===== config.mk =====
export PLATFORM = sky130hd
export DESIGN_NAME = seg_capture
export DESIGN_NICKNAME = d
export VERILOG_FILES = /design/src/rtl/seg_pkg.sv /design/src/rtl/seg7_to_hex.sv /design/src/rtl/seg_capture.sv
export SDC_FILE = /design/constraint.sdc
export NUM_CORES = 1
export LEC_CHECK = 0
export CAP_MARGIN = 20
export CELL_PAD_IN_SITES_DETAIL_PLACEMENT = 1
export CELL_PAD_IN_SITES_GLOBAL_PLACEMENT = 1
export CORE_MARGIN = 3
export CORE_UTILIZATION = 45
export CTS_CLUSTER_DIAMETER = 60
export CTS_CLUSTER_SIZE = 24
export DETAILED_ROUTE_END_ITERATION = 6
export GPL_ROUTABILITY_DRIVEN = 0
export HOLD_SLACK_MARGIN = 0.1
export PLACE_DENSITY_LB_ADDON = 0.1
export SLEW_MARGIN = 10
export SYNTH_ARGS = -nofsm -noshare
export SYNTH_HDL_FRONTEND = slang
export SYNTH_HIERARCHICAL = 1
export SYNTH_SLANG_ARGS = --single-unit

===== constraint.sdc =====
create_clock -name clk -period 6.35 [get_ports clk]
set_input_delay 0.9525 -clock clk [delete_from_list [all_inputs] [get_ports clk]]
set_output_delay 0.9525 -clock clk [all_outputs]
set_load 0.01 [all_outputs]

===== src/rtl/seg_pkg.sv =====
// seg_pkg: shared 7-segment constants for the seg_capture receive path
package seg_pkg;
  localparam int NDIG = 4;
  localparam int SEG_A = 0;
  localparam int SEG_G = 6;
  localparam logic [6:0] SEG_0 = 7'h3F, SEG_1 = 7'h06, SEG_2 = 7'h5B, SEG_3 = 7'h4F;
  localparam logic [6:0] SEG_4 = 7'h66, SEG_5 = 7'h6D, SEG_6 = 7'h7D, SEG_7 = 7'h07;
  localparam logic [6:0] SEG_8 = 7'h7F, SEG_9 = 7'h6F, SEG_A_HEX = 7'h77, SEG_B_HEX = 7'h7C;
  localparam logic [6:0] SEG_C_HEX = 7'h39, SEG_D_HEX = 7'h5E, SEG_E_HEX = 7'h79, SEG_F_HEX = 7'h71;
  localparam logic [6:0] SEG_TAB [16] = '{SEG_0, SEG_1, SEG_2, SEG_3, SEG_4, SEG_5, SEG_6, SEG_7,
    SEG_8, SEG_9, SEG_A_HEX, SEG_B_HEX, SEG_C_HEX, SEG_D_HEX, SEG_E_HEX, SEG_F_HEX};
endpackage


===== src/rtl/seg7_to_hex.sv =====
// seg7_to_hex: active-high gfedcba pattern to hex nibble, ok=0 when no table entry matches
module seg7_to_hex
  import seg_pkg::*;
(
  input  logic [6:0] pat,
  output logic       ok,
  output logic [3:0] hex
);
  always_comb begin
    ok = 1'b0;
    hex = 4'h0;
    for (int i = 0; i < 16; i++) begin
      if (pat == SEG_TAB[i]) begin
        ok = 1'b1;
        hex = 4'(i);
      end
    end
  end
endmodule


===== src/rtl/seg_capture.sv =====
// seg_capture: samples a multiplexed active-low 7-segment bus and rebuilds coherent 4-digit frames
module seg_capture
  import seg_pkg::*;
#(
  parameter int SETTLE  = 16,
  parameter int TIMEOUT = 1000000,
  parameter int CNT_W   = 32
) (
  input  logic       clk,
  input  logic       rst_n,
  input  logic [3:0] an,
  input  logic [7:0] seg,
  input  logic [3:0] dp,
  output logic [7:0] digit_a,
  output logic [7:0] digit_b,
  output logic [7:0] digit_c,
  output logic [7:0] digit_d,
  output logic [3:0] dp_out,
  output logic [3:0] hex_a,
  output logic [3:0] hex_b,
  output logic [3:0] hex_c,
  output logic [3:0] hex_d,
  output logic [3:0] hex_ok,
  output logic       frame_valid,
  output logic       stale
);
  logic [15:0] s1, s2, prv;
  logic [3:0] an_s, dp_s, sel, seen, seen_nx, sh_dp, dec_ok;
  logic [7:0] seg_s;
  logic [7:0] sh_seg [NDIG];
  logic [3:0] dec_hex [NDIG];
  logic [CNT_W-1:0] cnt, tcnt;
  logic armed, frame_go, valid, same, cap, to;
  assign an_s = s2[15:12];
  assign seg_s = s2[11:4];
  assign dp_s = s2[3:0];
  assign sel = ~an_s;
  assign valid = $onehot(sel);
  assign same = s2 == prv;
  assign cap = armed && valid && same && cnt == CNT_W'(SETTLE - 2);
  assign to = !cap && tcnt == CNT_W'(TIMEOUT - 1);
  assign seen_nx = (frame_go || to ? 4'h0 : seen) | (cap ? sel : 4'h0);
  for (genvar i = 0; i < NDIG; i++) begin : g_dec
    seg7_to_hex u_dec (.pat(sh_seg[i][SEG_G:SEG_A]), .ok(dec_ok[i]), .hex(dec_hex[i]));
  end
  always_ff @(posedge clk) begin
    if (!rst_n) begin
      s1 <= '0;
      s2 <= '0;
      prv <= '0;
      cnt <= '0;
      tcnt <= '0;
      armed <= 1'b0;
      seen <= '0;
      frame_go <= 1'b0;
      for (int i = 0; i < NDIG; i++) sh_seg[i] <= '0;
      sh_dp <= '0;
      {digit_a, digit_b, digit_c, digit_d} <= '0;
      {hex_a, hex_b, hex_c, hex_d} <= '0;
      dp_out <= '0;
      hex_ok <= '0;
      frame_valid <= 1'b0;
      stale <= 1'b1;
    end else begin
      s1 <= {an, seg, dp};
      s2 <= s1;
      prv <= s2;
      cnt <= (!valid || !same) ? '0 : (cnt == CNT_W'(SETTLE - 1)) ? cnt : cnt + 1'b1;
      armed <= (!valid || cap) ? 1'b0 : (an_s != prv[15:12]) ? 1'b1 : armed;
      tcnt <= cap ? '0 : (tcnt == CNT_W'(TIMEOUT - 1)) ? tcnt : tcnt + 1'b1;
      seen <= seen_nx;
      frame_go <= cap && &seen_nx;
      for (int i = 0; i < NDIG; i++) begin
        if (cap && sel[i]) begin
          sh_seg[i] <= ~seg_s;
          sh_dp[i] <= ~dp_s[i];
        end
      end
      frame_valid <= frame_go;
      if (frame_go) begin
        {digit_d, digit_c, digit_b, digit_a} <= {sh_seg[3], sh_seg[2], sh_seg[1], sh_seg[0]};
        {hex_d, hex_c, hex_b, hex_a} <= {dec_hex[3], dec_hex[2], dec_hex[1], dec_hex[0]};
        dp_out <= sh_dp;
        hex_ok <= dec_ok;
      end
      stale <= frame_go ? 1'b0 : to ? 1'b1 : stale;
    end
  end
endmodule


Yosys cells after proc, flatten, opt, wreduce, memory -nomap -nowiden
Memories as Yosys holds them, arrays and structs flattened. Cells that the tools add are included.

Bits in writable memories: 32. Memories: 1. Output and inout bits: 58. Input port bits: 18. Bits in registers: 180. Logic and storage cells: 277.

Equal/unequal tests: 70. Mux-type cells: 145. Bitwise gates (word level): 12. Reduce and logical (&&, ||, !) cells: 20. Add/subtract/negate cells: 5.

Memory list: sh_seg (words 4, bits a word 8, rd ports 4, clocked after memory_dff 0, wr ports 4, line seg_capture.sv:30) `logic [7:0] sh_seg [NDIG];`.

Operator list (number): equality test 7 bit (second input constant) (48); 2-to-1 mux 4 bit (34); 2-to-1 mux 1 bit (83); adder 32 x 1 -> 32 bit (second input constant) (2); equality test 32 x 4 -> 1 bit (second input constant) (2); equality test 7 x 3 -> 1 bit (second input constant) (8); equality test 7 x 6 -> 1 bit (second input constant) (8); 2-to-1 mux 3 bit (16); equality test 32 x 20 -> 1 bit (second input constant) (1); 2-to-1 mux 8 bit (4); equality test 16 bit (1); 2-to-1 mux 2 bit (8); logical AND 1 bit (9); NOT 8 bit (1); OR reduction 2 bit (3); NOT 1 bit (5); adder 1 x 1 -> 2 bit (2); != test 4 bit (1); NOT 4 bit (1); OR 1 bit (4); OR 4 bit (1); AND reduction 4 bit (1); adder 2 x 2 -> 3 bit (1); equality test 3 x 1 -> 1 bit (second input constant) (1); other kinds (3) (7).

Longest topological paths before layout
Gate-level depths: netlist (run 1). An unclocked memory read counts as a cell.

Depth after elaboration: 18. Mapped depth: 12. Gate-level depth less buffers: 10.

Cells and area by module
Netlist (run 1), hierarchy kept.

Modules (own cells, without submodules): seg_capture (area an instance 7996.4 µm², instances 1, sequential area each 4564.4 µm², cells an instance 775); seg7_to_hex (area an instance 370.4 µm², instances 4, sequential area each 0.0 µm², cells an instance 62).

Worst setup path after synthesis (run 1)
Ideal clock, no wire load.

Kind: flip-flop to flip-flop. From: register s2[12]. To: memory sh_seg[1][0] (enable). Stages on the path, launching flop included: 12. Path buffers: 1. Arrival: 3313 ps. Clock period less this slack: 3683 ps. Setup slack: 2667 ps. Library setup time: 370 ps. Data required time: 5980 ps. Cells stage by stage: dfxtp_1 fa_1 inv_1 ha_1 ha_1 nor3b_1 nand3_1 or4_1 buf_2 nor4_4 nor2_1 nor2_1.

RTL lines: start: declaration (line seg_capture.sv:27) `logic [15:0] s1, s2, prv;`; start signal: assignment (line seg_capture.sv:49) `s2 <= '0;`; start signal: assignment (line seg_capture.sv:66) `s2 <= s1;`; end: declaration (line seg_capture.sv:30).

==> qor.yml, run 1 <==
status: "finished, final reports clean"
async_flop_share: 0
dp_hpwl_mm: 14.68
vias: 7293
synth-simple-area-share: 0.2652
synth_fp_nets: 1047
hp-class: "reg -> reg"
crit_path_end_kind: "flip-flop"
ir_drop_v: 0.0002629
syn_inst: 1023
initial_utilization: 0.4625
syn_to_final_growth_pct: 15.67
placedInstanceArea_um2: 10300
syn_area_um2: 9478
crit_family: "simple AND/OR/NAND/NOR gates"
grt_pass1_vias: 7218
drc: 0
grt_max_degree: 63
min_period_over_period: 0.7029
fin_util: 0.5349
path_buf_inv: 1
cp-endpoint: "sh_seg[2][6]"
track_usage: 0.1926
pin_count: 76
die_h_um: 151.1
rows: 52
ys_seq_area_frac: 0.4816
h-tree-depth: 1
reg2reg_slack_ps: 1890
grt.overflow.total: 0
r2r_start: "s2[12]"
core_area_um2: 20490
startpoint: "s2[12]"
power_mw: 2.677
cp_cell_sequence: "fa_1 -> inv_1 -> ha_1 -> ha_1 -> nor3b_1 -> nand3_1 -> or4_1 -> nor4_4 -> nor2_1 -> nor2_1"
final_antenna_net_count: 0
path_clk_slew_ps: 80
ys_seq_elements: 212
max_freq_mhz: 224.0
yosys.area.top_type: "dfxtp_1"
startpoint_type: "flip-flop"
worst-path-stages: 10
syn_avg_cell_area_um2: 9.265
max_stage_delay_ps: 820
wirelength_mm: 21.78
n_fill_cell: 2373
min_period_ps: 4464
clock-sinks: 212
p_per_area_nw_per_um2: 244.2
relSlewSlack: 0.2774
yosysTopAreaCellShare: 0.3802
reg2reg_depth: 10
die_w_um: 151.1
synth_fa_ha_area_frac: 0.008713
yosysWarnings: 6
stdcell_area_um2: 10960
slowest_stage: "or4_1"
grt_pass1_wl_mm: 36.52
viasPerCell: 5.418
crit_type: "reg -> reg"
synth_top_family_by_area: "simple AND/OR/NAND/NOR gates"
synth_ff_type: "dfxtp_1"
cts_buffer_depth: 3
worstPathArrival_ps: 4590
cap_violations: 0
drt_iter0_drc: 274
worstPathMaxFanout: 14
drive_above_1_share: 0.06784
synth_top_cells_by_area: "dfxtp_1, edfxtp_1, nor2_1, mux2i_1, xnor2_1"
cts.repair.resized: 0
reg2reg_to: "sh_seg[2][6]"
wl_per_cell_um: 16.18
die-area_um2: 22840
final_hold_viol_count: 0
crit_required_ps: 6470
drtPass1Iterations: 4
synth_xor_xnor_area_share: 0.06838
cts_made_buffers: 19
leakage_nw: 3.769
postCtsSetupRepairBufs: 0
synth_mux_area_frac: 0.06020
setup_viol: 0
fin_nets: 1088
rsz0062_at_grt: "no"
cts_tree: "done"
synth_compound_area_frac: 0.07789
slew_viol_final: 0
insertion_delay_ps: 500
n_antenna_cell: 0
synth_cell_types: 59
tightest_slew_ps: 1084
antenna_found_initial: 0
fin_skew_ps: 13.74
clk_root_buffer_cell: "clkbuf_16"
synth_edf_count: 32
port_buffers: 75
setup_tns_ps: 0
hold_buffers: 0
## cell usage after synthesis (all sizes together), types with 5 or more instances
| cell | count |
|---|---|
| nand2 | 70 |
| dfxtp | 180 |
| nand2b | 12 |
| mux2i | 57 |
| o21a | 5 |
| nand3 | 37 |
| nand4 | 24 |
| o211ai | 5 |
| and2 | 50 |
| xor2 | 37 |
| a31oi | 5 |
| o21bai | 5 |
| xnor2 | 37 |
| nand3b | 8 |
| inv | 17 |
| nor2 | 185 |
| or2 | 8 |
| buf | 35 |
| nor3 | 15 |
| o22ai | 5 |
| and3 | 10 |
| a211oi | 10 |
| o221ai | 8 |
| nor4 | 23 |
| o21ai | 34 |
| ha | 5 |
| clkbuf | 25 |
| a21oi | 19 |
| and4 | 7 |
| nor3b | 6 |
| edfxtp | 32 |
| or4 | 8 |
## kinds of logic (layout without fill, tap and decap cells)
family	after synthesis	count (layout)
compound gates	109	109
xor+xnor	74	74
fa+ha+maj	6	6
buf+inv	77	130
flops	212	212
mux	57	57
simple gates	488	488
## report_power, final
group          internal (mW)  switching, mW  leakage (nW)
registers               1.38         0.0362          1.79
logic                 0.0431         0.0488          1.67
clock network          0.593          0.575         0.308
total                   2.02          0.660          3.77
## routing by layer
metal	wire length, um	global-route usage
met4	452	0.04397
met5	0	0
met1	10020	0.2484
met2	10680	0.3403
met3	628	0.03022
## sequential cells by signal (all words and copies together) (netlist names), 8 cells and up
name     flops
digit_c      8
digit_d      8
prv         16
tcnt        32
cnt         32
s1          16
digit_b      8
sh_seg      32
s2          16
digit_a      8
## how the worst min path moves through the flow
stage           from     to  slack, ps  cells after the start
2_1_floorplan  s1[0]  s2[0]        410                      1
3_3_place_gp   s1[6]  s2[6]        420                      1
3_5_place_dp   s1[4]  s2[4]        420                      1
4_1_cts        s1[4]  s2[4]        440                      1
5_1_grt        s1[4]  s2[4]        450                      1
6_report       s1[9]  s2[9]        440                      1
## per-stage QoR
stage / setup slack [ps] / hold WS, ps / std cells
after floorplan: 2667 / 411.9 / 1023
after global placement: 2022 / 420.3 / 1312
after detailed placement: 1915 / 422.9 / 1312
after CTS: 1874 / 442.7 / 1345
after global routing: 1611 / 449.3 / 1346
final: 1886 / 437.1 / 1346
## placed cells by master, fill, tap and decap left out, types with 6 or more instances in the layout
cell type,count
mux2i_1,57
inv_1,16
dfxtp_1,179
xor2_1,37
a211oi_1,9
xnor2_1,37
o21ai_0,25
and4_1,7
nor4_1,22
nand4_1,24
nand2b_1,12
a21oi_1,19
nand3_1,36
edfxtp_1,32
clkdlybuf4s50_1,74
nor2_1,185
o21ai_1,8
and3_1,10
nor3b_1,6
and2_1,50
nand2_1,70
clkbuf_16,19
or2_2,8
nor3_1,15
## area by class of cell
class                   instances  area, um2  area share
inverters                      17      63.81    0.005821
clock inverters                13      153.9     0.01404
clock buffers                  20      479.2     0.04371
flip-flops and latches        212       4568      0.4167
multi-input cells             734       4557      0.4157
well taps                     270      337.8     0.03081
repair buffers                 80      803.3     0.07327
No activity file was read; power rests on OpenSTA's default activity.
==> run 2, diff against run 1 <==
==> constraint.sdc (replaced) <==
create_clock -name clk -period 4.5 [get_ports clk]
set_input_delay 0.675 -clock clk [delete_from_list [all_inputs] [get_ports clk]]
set_output_delay 0.675 -clock clk [all_outputs]
set_load 0.01 [all_outputs]
==> run 2 against run 1 <==
Against the previous run: die area unchanged; combinational power grew 41%; wire length about the same; largest power group unchanged.
==> qor.yml, run 2 (synthesized netlist as in run 1, its figures left out) <==
power_frac_comb: 0.035  # about the same
drive_above_1_share: 0.06791  # about the same
cap_violations: 0  # unchanged
pwr-share-seq: 0.543  # +0.014
wl_per_cell_um: 16.20  # about the same
cts_buffer_depth: 3  # unchanged
use_met1: 0.2565  # +0.008056
h-tree-depth: 1  # unchanged
setup_viol: 0  # unchanged
grt.overflow.total: 0  # unchanged
worstPathArrival_ps: 4030  # -560 ps
core_area_um2: 20490  # unchanged
die-area_um2: 22840  # unchanged
layout_common_cells: "nor2_1, dfxtp_1, clkdlybuf4s50_1"
insertion_delay_ps: 500  # about the same
dp_hpwl_mm: 14.91  # +1.6%
track_usage: 0.1957  # +0.003074
crit_type: "reg -> reg"
dp.cells: 1315  # +0.23%
grt_pass1_vias: 7291  # +1.0%
crit_required_ps: 4640  # -1830 ps
reg_top3: "cnt x32, sh_seg x32, tcnt x32"
hold_buffers: 0  # unchanged
p_int_mw: 2.769  # +37%
hold_end: "s2[8]"
fin_skew_ps: 21.24  # +7.499 ps
grt_max_degree: 62  # -1.6%
layout_commonest_cell: "nor2_1"
hp-class: "reg -> reg"
wirelength_mm: 21.79  # about the same
final_hold_viol_count: 0  # unchanged
n_fill_cell: 2337  # -1.5%
reg2reg_slack_ps: 620  # -1270 ps
rows: 52  # unchanged
n_antenna_cell: 0  # unchanged
clk_root_buffer_cell: "clkbuf_16"
fin_nets: 1088  # unchanged
leakage_nw: 3.745  # -0.64%
p_sw_frac: 0.2482  # +0.001638
viasPerCell: 5.385  # -0.61%
postCtsSetupRepairBufs: 0  # unchanged
hold_depth: 1  # unchanged
met2_usage: 0.3456  # +0.005358
relSlewSlack: 0.2636  # -0.01386
power_switching_mw: 0.9140  # +38%
status: "finished, final reports clean"
reg2reg_depth: 11  # +1
min_period_over_period: 0.8629  # +0.1600
startpoint_type: "flip-flop"
port_buffers: 75  # unchanged
gr-usage-met3: 0.02364  # -0.006583
antenna_found_initial: 0  # unchanged
drtPass1Iterations: 4  # unchanged
r2r_start: "s2[12]"
tightest_slew_ps: 1105  # +20.79 ps
grt.busiest_layer: "met2"
setup_tns_ps: 0  # unchanged
grt_pass1_wl_mm: 37.07  # +1.5%
power_mw: 3.683  # +38%
slew_viol_final: 0  # unchanged
path_clk_slew_ps: 90  # about the same
drc: 0  # unchanged
clockPowerShare: 0.422  # -0.014
cts_made_buffers: 17  # -2
cts.repair.resized: 0  # unchanged
final_antenna_net_count: 0  # unchanged
syn_to_final_growth_pct: 15.12
rsz0062_at_grt: "no"
instances_no_fill: 1345  # -0.074%
worstHoldStart: "s1[8]"
crit_path_end_kind: "flip-flop"
cts_tree: "done"
vias: 7243  # -0.69%
initial_utilization: 0.4625  # unchanged
ir_drop_v: 0.0002990  # +14%
clock-sinks: 212  # unchanged
reg2reg_to: "sh_seg[3][5]"
min_period_ps: 3883  # -580.6 ps
max_freq_mhz: 257.5  # +15%
drt_iter0_drc: 260  # -5.1%
worstPathMaxFanout: 8  # -6
hold_ws_ps: 437.2  # +0.1320 ps
pin_count: 76  # unchanged
die_w_um: 151.1  # unchanged
die_h_um: 151.1  # unchanged
p_per_area_nw_per_um2: 337.6  # +38%
## run 2: power groups by stage
stage / combinational [mW] / clock [mW] / sequential, mW
after floorplan: 0.118 / 0 / 2.01
after global placement: 0.128 / 0 / 2.04
after detailed placement: 0.131 / 0 / 2.05
after CTS: 0.132 / 1.60 / 2.00
after global routing: 0.148 / 1.67 / 2.01
final: 0.130 / 1.55 / 2.00
## run 2: critical path, cell delays in order, from the launching register on
cell	delay (ps)
dfxtp_1	400
fa_1	550
inv_1	40
ha_1	170
ha_1	270
nor3b_1	250
nand3_1	110
or4_1	590
nor4_4	280
buf_4	210
nor2_1	100
nor2_1	570
## run 2: worst max-delay path by stage
stage | from | endpoint | slack, ps | cells past startpoint
detailed placement | s2[12] | sh_seg[3][7] | 540 | 11
global route | s2[13] | sh_seg[3][2] | 250 | 11
global placement | s2[12] | sh_seg[3][1] | 700 | 11
finish | s2[12] | sh_seg[3][5] | 620 | 11
floorplan | s2[12] | sh_seg[1][0] | 820 | 11
CTS | s2[12] | sh_seg[3][5] | 530 | 11
## run 2: cell type report
class / count / area, um2 / area share
clock inverter: 13 / 160.2 / 0.01468
clock buffer: 17 / 425.4 / 0.03899
multi-input combinational: 734 / 4557 / 0.4177
tap: 270 / 337.8 / 0.03096
sequential: 212 / 4568 / 0.4187
inverter: 17 / 63.81 / 0.005849
timing repair buffer: 82 / 798.3 / 0.07316
## run 2: metrics by stage
step,setup slack (ps),area [um2],util
after floorplan,817.1,9478,-
after global placement,704.7,10320,0.5038
after detailed placement,536.2,10320,0.5038
after CTS,532.2,10910,0.5324
after global routing,248.8,10910,0.5324
final,617.0,10910,0.5324
## run 2: per-layer routing
metal	share of wire	wire, um
met1	0.47	10160
met2	0.49	10630
met3	0.025	542
met4	0.021	452
met5	0	0
==> run 3, diff against run 2 <==
--- a/config.mk
+++ b/config.mk
@@ -13,11 +13,9 @@
 export CTS_CLUSTER_DIAMETER = 60
 export CTS_CLUSTER_SIZE = 24
 export DETAILED_ROUTE_END_ITERATION = 6
-export GPL_ROUTABILITY_DRIVEN = 0
 export HOLD_SLACK_MARGIN = 0.1
 export PLACE_DENSITY_LB_ADDON = 0.1
 export SLEW_MARGIN = 10
 export SYNTH_ARGS = -nofsm -noshare
 export SYNTH_HDL_FRONTEND = slang
-export SYNTH_HIERARCHICAL = 1
 export SYNTH_SLANG_ARGS = --single-unit
==> run 3 against run 2 <==
Against the previous run: setup slack improved by 320 ps; sequential cell count did not move; largest power group unchanged; count of clock-buffer cells in the layout up 3; critical endpoint is now tcnt[0]; largest cell class unchanged; utilization grew 0.25 points; global-route usage down 0.54 points; sequential power about the same; worst hold slack about the same; register-to-register slack gained 320 ps; clock skew barely moved.
==> qor.yml, run 3 <==
status: "finished, final reports clean"
ys_seq_area_frac: 0.4868  # +0.005205
track_usage: 0.1904  # -0.005364
setup_tns_ps: 0  # unchanged
final_antenna_net_count: 0  # unchanged
yosysTopAreaCellShare: 0.3843  # +0.004109
core_area_um2: 20360  # -0.64%
layout_common_cells: "dfxtp_1, nor2_1, clkdlybuf4s50_1"
crit_type: "reg -> reg"
slew_viol_final: 0  # unchanged
cts_tree: "done"
syn_area_um2: 9376  # -1.1%
vias: 7303  # +0.83%
setup_viol: 0  # unchanged
ir_drop_v: 0.0002270  # -24%
final_hold_viol_count: 0  # unchanged
reg_top3: "cnt x32, sh_seg x32, tcnt x32"
cpMostUsedCell: "ha_1"
wirelength_mm: 21.76  # -0.13%
r2r_start: "s2[12]"
fin_skew_ps: 21.38  # +0.1358 ps
die_w_um: 150.4  # -0.51%
min_period_over_period: 0.7920  # -0.07089
rsz0062_at_grt: "no"
grt_pass1_vias: 7233  # -0.80%
postCtsSetupRepairBufs: 0  # unchanged
leakage_nw: 3.610  # -3.6%
crit_path_end_kind: "flip-flop"
hp-class: "reg -> reg"
crit_required_ps: 4880  # +240 ps
clock-sinks: 212  # unchanged
grt.overflow.total: 0  # unchanged
startpoint: "s2[12]"
synth_common_cells: "dfxtp_1, nor2_1, clkbuf_1"
antenna_found_initial: 0  # unchanged
syn_to_final_growth_pct: 16.16
cap_violations: 0  # unchanged
drt_iter0_drc: 437  # +68%
yosys.area.top_type: "dfxtp_1"
startpoint_type: "flip-flop"
fin_nets: 1067  # -1.9%
initial_utilization: 0.4604  # -0.002022
syn_avg_cell_area_um2: 9.284  # +0.20%
min_period_ps: 3564  # -319.0 ps
drtPass1Iterations: 4  # unchanged
path_clk_slew_ps: 80  # about the same
power_mw: 3.884  # +5.5%
wl_per_cell_um: 16.42  # +1.4%
grt_pass1_wl_mm: 36.18  # -2.4%
slowest_stage: "dfxtp_1"
synth_fp_nets: 1034  # -1.2%
synth_top_cells_by_area: "dfxtp_1, edfxtp_1, nor2_1, mux2i_1, xnor2_1"
drc: 0  # unchanged
n_antenna_cell: 0  # unchanged
worstHoldStart: "s1[11]"
worstPathMaxFanout: 19  # +11
tightest_slew_ps: 1000  # -104.2 ps
yosysWarnings: 0  # -6
place_congestion: 0.7831
hold_buffers: 0  # unchanged
clk_root_buffer_cell: "clkbuf_16"
cts_buffer_depth: 3  # unchanged
cts.repair.resized: 0  # unchanged
max_stage_delay_ps: 670  # +80 ps
insertion_delay_ps: 500  # about the same
worstPathArrival_ps: 3950  # -80 ps
rows: 52  # unchanged
async_flop_share: 0  # unchanged
synth_ff_type: "dfxtp_1"
layout_commonest_cell: "dfxtp_1"
ys_seq_elements: 212  # unchanged
max_freq_mhz: 280.6  # +9.0%
viasPerCell: 5.512  # +2.4%
h-tree-depth: 1  # unchanged
cp_cell_sequence: "fa_1 -> inv_1 -> ha_1 -> ha_1 -> nor3b_1 -> nand4_1 -> or3_1 -> o21ai_4 -> buf_4 -> nor2_1"
synth_most_common_cell: "dfxtp_1"
synth_cell_types: 70  # +19%
synth_edf_count: 32  # unchanged
drive_above_1_share: 0.05498  # -0.01293
cts_made_buffers: 18  # +1
port_buffers: 75  # unchanged
die_h_um: 150.4  # -0.51%
relSlewSlack: 0.3331  # +0.06949
p_per_area_nw_per_um2: 356.6  # +5.6%
die-area_um2: 22610  # -1.0%
grt_max_degree: 86  # +39%
dp_hpwl_mm: 14.57  # -2.3%
pin_count: 76  # unchanged
syn_inst: 1010  # -1.3%
==> run 3: logic make-up (layout without fill, tap and decap cells) <==
group                      Yosys count  count (layout)  share of synthesized area
AOI/OAI and AO/OA                  141             141                     0.1025
xor gates and xnor gates            67              67                    0.06258
adders and majority gates            6               6                   0.008807
buffers and inverters               94             139                    0.04190
DFF                                212             212                     0.4868
muxes                               41              41                    0.04377
and+or+nand+nor                    449             449                     0.2537
==> run 3: final cells by class <==
type                            count  area [um2]
Fill cell                        2319        9473
Sequential cell                   212        4568
Multi-Input combinational cell    704        4419
Timing Repair Buffer               85       820.8
Clock buffer                       20       489.2
Tap cell                          270       337.8
Clock inverter                     12       173.9
Inverter                           22       82.58
==> run 3: layer usage <==
metal  part of all wire  track usage
met1               0.48       0.2637
met2               0.47       0.3216
met5                  0            0
met3              0.032      0.02498
met4              0.012      0.03614
==> run 3: stage by stage <==
step / worst slack [ps] / hold WS, ps / area, um2 / util / std cells
global placement: 1142 / 416.5 / 10230 / 0.5023 / 1293
CTS: 889.7 / 444.0 / 10890 / 0.5348 / 1325
floorplan: 1265 / 411.9 / 9376 / - / 1010
detailed placement: 889.4 / 421.5 / 10230 / 0.5023 / 1293
global route: 693.4 / 451.2 / 10890 / 0.5348 / 1325
finish: 936.0 / 436.9 / 10890 / 0.5348 / 1325
==> run 3: path summary, 6_finish.rpt <==
| path | endpoint | slack (ps) | depth (start not counted) |
|---|---|---|---|
| setup / recovery | tcnt[0] | 940 | 10 |
| hold reg to reg | s2[11] | 440 | 1 |
| hold / removal | s2[11] | 440 | 1 |
| setup reg to reg | tcnt[0] | 940 | 10 |
==> run 3: power breakdown <==
part / leakage (nW) / internal, mW / switching, mW / total, mW
Clock: 0.321 / 0.947 / 0.780 / 1.73
Combinational: 1.53 / 0.0661 / 0.0732 / 0.139
Sequential: 1.76 / 1.95 / 0.0646 / 2.02
Total: 3.61 / 2.97 / 0.918 / 3.88
==> run 3: critical path: cells and delay by family (launching register included) <==
| kind | cells | cell delay (ps) |
|---|---|---|
| simple gates | 4 | 1100 |
| flops | 1 | 670 |
| compound gates | 1 | 440 |
| fa+ha+maj | 3 | 850 |
| buf+inv | 2 | 400 |
